`src/rtl/frame_buffer_scheduler.sv`:
```
// Arbitrates the single-port ping-pong frame EBR between display row reads and loader column writes.
// Owns front/back bank selection and swaps only when a frame is complete and the display restarts at row 0.
//
// state     | meaning
// ----------+----------------------------------------------------------
// IDLE      | arbitration: a pending read wins, otherwise accept a write
// READ      | mem_re cycle for the granted row pair
// READ_WAIT | EBR read latency countdown, rd_valid on terminal count
// WRITE     | second cycle of a column write, memory busy
module frame_buffer_scheduler #(
  parameter int RD_LAT    = 2,
  parameter int ROWS_HALF = 32
) (
  input  logic       clk,
  input  logic       reset,
  input  logic       rd_req,
  input  logic [4:0] rd_addr,
  output logic       rd_valid,
  output logic       rd_err,
  input  logic       wr_req,
  input  logic       wr_last,
  output logic       wr_ready,
  output logic       mem_we,
  output logic       mem_re,
  output logic       mem_bank,
  output logic [5:0] row_0_sel,
  output logic [5:0] row_1_sel,
  output logic       front_bank,
  output logic       back_full,
  output logic [7:0] frame_cnt
);

  localparam int CW = (RD_LAT > 1) ? $clog2(RD_LAT) : 1;

  typedef enum logic [1:0] {
    IDLE      = 2'd0,
    READ      = 2'd1,
    READ_WAIT = 2'd2,
    WRITE     = 2'd3
  } state_t;

  state_t        r_state;
  state_t        w_state_nxt;
  logic          r_pend;
  logic [4:0]    r_pend_addr;
  logic [5:0]    r_row_0;
  logic [5:0]    r_row_1;
  logic          r_front;
  logic          r_back_full;
  logic [7:0]    r_frame_cnt;
  logic          r_rd_err;
  logic [CW-1:0] r_cnt;

  logic          w_rd_busy;
  logic          w_rd_pend;
  logic          w_rd_err_evt;
  logic [4:0]    w_grant_addr;
  logic          w_grant;
  logic          w_wr_ready;
  logic          w_wr_acc;
  logic          w_swap;
  logic          w_cnt_tc;

  assign w_rd_busy    = (r_state == READ) || (r_state == READ_WAIT);
  assign w_rd_pend    = r_pend || rd_req;
  assign w_rd_err_evt = rd_req && (r_pend || w_rd_busy);
  assign w_grant_addr = r_pend ? r_pend_addr : rd_addr;
  assign w_grant      = (r_state == IDLE) && w_rd_pend;
  // Gated by reset so the handshake is silent while the block is held in reset.
  assign w_wr_ready   = reset && (r_state == IDLE) && !w_rd_pend && !r_back_full;
  assign w_wr_acc     = wr_req && w_wr_ready;
  assign w_swap       = w_grant && (w_grant_addr == 5'd0) && r_back_full;
  assign w_cnt_tc     = (r_cnt == '0);

  always_comb begin
    w_state_nxt = r_state;
    case (r_state)
      IDLE: begin
        if (w_grant) begin
          w_state_nxt = READ;
        end else if (w_wr_acc) begin
          w_state_nxt = WRITE;
        end
      end
      READ:      w_state_nxt = READ_WAIT;
      READ_WAIT: if (w_cnt_tc) w_state_nxt = IDLE;
      WRITE:     w_state_nxt = IDLE;
      default:   w_state_nxt = IDLE;
    endcase
  end

  always_ff @(posedge clk or negedge reset) begin
    if (!reset) begin
      r_state <= IDLE;
    end else begin
      r_state <= w_state_nxt;
    end
  end

  always_ff @(posedge clk or negedge reset) begin
    if (!reset) begin
      r_pend      <= 1'b0;
      r_pend_addr <= 5'd0;
      r_rd_err    <= 1'b0;
    end else begin
      if (w_grant) begin
        r_pend <= 1'b0;
      end else if (rd_req && !w_rd_err_evt) begin
        r_pend      <= 1'b1;
        r_pend_addr <= rd_addr;
      end
      if (w_rd_err_evt) begin
        r_rd_err <= 1'b1;
      end
    end
  end

  always_ff @(posedge clk or negedge reset) begin
    if (!reset) begin
      r_row_0 <= 6'd0;
      r_row_1 <= 6'd0;
      r_cnt   <= '0;
    end else begin
      if (w_grant) begin
        r_row_0 <= {1'b0, w_grant_addr};
        r_row_1 <= {1'b0, w_grant_addr} + 6'(ROWS_HALF);
      end
      if (r_state == READ) begin
        r_cnt <= CW'(RD_LAT - 1);
      end else if ((r_state == READ_WAIT) && !w_cnt_tc) begin
        r_cnt <= r_cnt - 1'b1;
      end
    end
  end

  // Swap is registered on the grant edge so the mem_re cycle already sees the new front bank.
  always_ff @(posedge clk or negedge reset) begin
    if (!reset) begin
      r_front     <= 1'b0;
      r_back_full <= 1'b0;
      r_frame_cnt <= 8'd0;
    end else begin
      if (w_swap) begin
        r_front     <= ~r_front;
        r_back_full <= 1'b0;
        r_frame_cnt <= r_frame_cnt + 8'd1;
      end else if (w_wr_acc && wr_last) begin
        r_back_full <= 1'b1;
      end
    end
  end

  always_comb begin
    mem_bank = 1'b0;
    if (r_state == READ) begin
      mem_bank = r_front;
    end else if (w_wr_acc) begin
      mem_bank = ~r_front;
    end
  end

  assign mem_re     = (r_state == READ);
  assign mem_we     = w_wr_acc;
  assign wr_ready   = w_wr_ready;
  assign rd_valid   = (r_state == READ_WAIT) && w_cnt_tc;
  assign rd_err     = r_rd_err;
  assign row_0_sel  = r_row_0;
  assign row_1_sel  = r_row_1;
  assign front_bank = r_front;
  assign back_full  = r_back_full;
  assign frame_cnt  = r_frame_cnt;

endmodule

```
`config.mk`:
```
export PLATFORM = sky130hd
export DESIGN_NAME = frame_buffer_scheduler
export DESIGN_NICKNAME = d
export VERILOG_FILES = /design/src/rtl/frame_buffer_scheduler.sv
export SDC_FILE = /design/constraint.sdc
export NUM_CORES = 1
export LEC_CHECK = 0
export BUFFER_PORTS_ARGS = -buffer_cell sky130_fd_sc_hd__buf_4
export CORE_MARGIN = 1.5
export CORE_UTILIZATION = 40
export CTS_BUF_LIST = sky130_fd_sc_hd__clkbuf_4
export CTS_CLUSTER_SIZE = 24
export DETAILED_ROUTE_END_ITERATION = 8
export MAX_ROUTING_LAYER = met4
export PLACE_DENSITY = 0.65
export SYNTH_ARGS = -nofsm -noshare
export SYNTH_HDL_FRONTEND = slang
export SYNTH_SLANG_ARGS = --single-unit
```
`constraint.sdc`:
```
create_clock -name clk -period 3.65 [get_ports clk]
set_input_delay 0.365 -clock clk [delete_from_list [all_inputs] [get_ports clk]]
set_output_delay 0.365 -clock clk [all_outputs]
set_load 0.05 [all_outputs]
```
==> impl_metrics.yaml <==
yosys:
  postSynthAreaPerCell_um2: 11.2
  synth.net_count: 135
  yosysSeqAreaShare_pct: 48.3
  synthFlopType: "dfrtp_1"
  netlist_area_um2: 1350
  synth_cell_types: 35
  synthCells: 120
  yosys_warnings: 0
  yosys-top-cells-area: "dfrtp_1 48%, xnor2_1 5.2%, mux2_2 5.0%"
  yosys.area.top_type_share_pct: 48.3
  ys_async_sr_fraction_pct: 100
  ys_ff_latch: 26
  synth_edf_count: 0
  yosysTopAreaCell: "dfrtp_1"
setup_path:
  crit_top_cell: "nand2_1"
  crit_chain: "inv_1, ha_1, or3b_2, nor2_1, nand2_1, nand2_1, buf_4"
  cp_data_arrival_time_ns: 2.30
  crit_type: "flip-flop to primary output"
  critPathLaunchType: "flip-flop"
  critical_path.max_fanout: 13
  required_ns: 3.28
  endpoint_kind: "primary output"
  slowest_delay_ns: 0.50
  slowest_stage: "or3b_2"
clock_tree:
  cts_buffers: 3
  cts-resized-gates: 0
  clock_latency_ns: 0.32
  cts_tree: "built"
  cts.sinks: 26
  cts_max_level: 1
  clkSlewWorstSetupHoldPaths_ns: 0.14
  root_buffer: "clkbuf_4"
  clockBufferDepth: 2
timing:
  worst_pin_slew_ns: 0.653
  fin_tns_setup_ns: 0
  layout_min_cycle_time_ns: 2.66
  grt_setup_unrepaired: "no"
  skew_ns: 0.00506
  slew_viol_final: 0
  hold_viol: 0
  fmax_mhz: 375
  fin_hold_ws_ns: 0.294
  setup-violations-final: 0
  fin_crit_sh_pct: 73.0
  relSlewSlack_pct: 56.3
power:
  ir_worst_vdd_v: 0.000315
  power_density_nw_per_um2: 916
  leakage_nw: 0.774
  finalPower_mw: 1.53
routing:
  vias: 1033
  wl_mm: 2.62
  drt-initial-drc-count: 41
  via_per_inst: 5.27
  drtAntennaViolNets: 0
  wl_per_cell_um: 13.4
  drc_errors: 0
  dr.pass1.iters: 4
place:
  place_hpwl_mm: 2.01
  port_buffers: 36
  gp_congestion: 0.867
global_routing:
  antenna_found_initial: 0
  grt_pass1_wl_mm: 4.24
  grt_pass1_vias: 917
  overflow: 0
  grt_max_degree: 29
  grt_util_all_layers_pct: 15.6
outcome:
  status: "finished, final reports clean"
floorplanning:
  die_h_um: 61.0
  dieArea_um2: 3730
  rows: 20
  io_pins: 38
  fp.dieW_um: 61.0
  coreArea_um2: 3130
  start_util_pct: 43.1
run:
  drv_cap: 0
finish:
  drive_gt1_share_pct: 36.2
  fin_nets: 168
  area_delta_synth_final_pct: 24.0
  n_antenna_cell: 0
worst_hold_path:
  worstHoldPathType: "input port to flip-flop"
flip-flops by register name, indices dropped and copies added, names as in the netlist:
register and cells:
r_state 2, frame_cnt 8, r_pend_addr 5, row_1_sel 6, rd_err 1, r_cnt 1
back_full 1, front_bank 1, r_pend 1
power breakdown:
group / total (mW) / internal (mW) / switching (mW) / leakage, nW
clock: 0.198 / 0.111 / 0.0865 / 0.0279
sequential: 0.487 / 0.385 / 0.102 / 0.313
combinational: 0.846 / 0.297 / 0.549 / 0.433
total: 1.53 / 0.793 / 0.738 / 0.774
kinds of logic after synthesis:
family | Yosys count | synth area share, %
XOR/XNOR | 8 | 5.20
multiplexers | 7 | 6.13
buffers and inverters | 14 | 6.22
other | 1 | 0.278
AND/OR/NAND/NOR | 32 | 15.2
flip-flops | 26 | 48.3
AO/OA/AOI/OAI | 27 | 14.0
adder cells (fa/ha/maj) | 5 | 4.64
worst paths after layout:
kind	slack, ns	depth (start not counted)	from	end
worst max-delay path	0.99	7	r_state[1]$_DFFE_PN0P_	mem_bank
worst min register to register	0.49	1	rd_err$_DFFE_PN0P_	rd_err$_DFFE_PN0P_
worst min-delay path	0.29	2	rd_addr[0]	r_pend_addr[0]$_DFFE_PN0P_
max in group asynchronous	2.93	2	reset	frame_cnt[0]$_DFFE_PN0P_
min in group asynchronous	0.47	2	reset	row_1_sel[0]$_DFFE_PN0N_
worst max register to register	1.66	4	r_state[1]$_DFFE_PN0P_	r_pend_addr[2]$_DFFE_PN0P_
layout make-up:
cell class / instances / area, µm²
multi-input cells: 80 / 613
repair buffers: 37 / 280
inverters: 5 / 18.8
clock inverters: 1 / 30.0
well taps: 44 / 55.1
flip-flops and latches: 26 / 651
fillers: 295 / 1460
clock buffers: 3 / 22.5
critical path: cells and delay by family (launching register included):
family                     cells  cell delay (ns)
DFF                            1             0.43
adders and majority gates      1             0.42
buffers and inverters          2             0.30
and+or+nand+nor                4             0.82
cell usage after synthesis, types with 2 or more instances:
master / number
a21o_1: 2
a21oi_1: 7
and3_1: 4
buf_4: 6
dfrtp_1: 26
ha_1: 5
inv_1: 5
mux2_2: 6
nand2_1: 7
nand2b_1: 2
nand3_1: 3
nand4_1: 3
nor2_1: 4
o21ai_0: 3
o22ai_1: 10
xnor2_1: 8
per-layer routing:
metal | part of all wire, % | global-route usage (%) | vias to the layer above
li1 | - | - | 485
met1 | 44 | 20.6 | 502
met2 | 50 | 24.3 | 40
met3 | 5.2 | 1.89 | 6
met4 | 1.1 | 6.83 | 0
met5 | 0 | - | -
per-stage QoR:
stage | utilization (%) | setup slack [ns] | instances | cell area, µm²
2_1_floorplan | - | 0.944 | 120 | 1350
3_3_place_gp | 51.4 | 1.42 | 191 | 1610
3_5_place_dp | 51.4 | 1.35 | 191 | 1610
4_1_cts | 53.4 | 0.969 | 196 | 1670
5_1_grt | 53.4 | 0.803 | 196 | 1670
6_report | 53.4 | 0.986 | 196 | 1670
timing repair:
action	CTS	global route
buffers inserted	0	0
hold buffers	1	0
endpoints found under the hold margin	26	0
layout by cell type, fill, tap and decap left out, drive strengths merged, types with 5 or more instances in the layout:
master and count:
dfrtp 26, ha 5, o22ai 11, buf 36, mux2 7, nand2 8, a21oi 8, xnor2 8
inv 5
No activity file was read; power rests on OpenSTA's default activity.
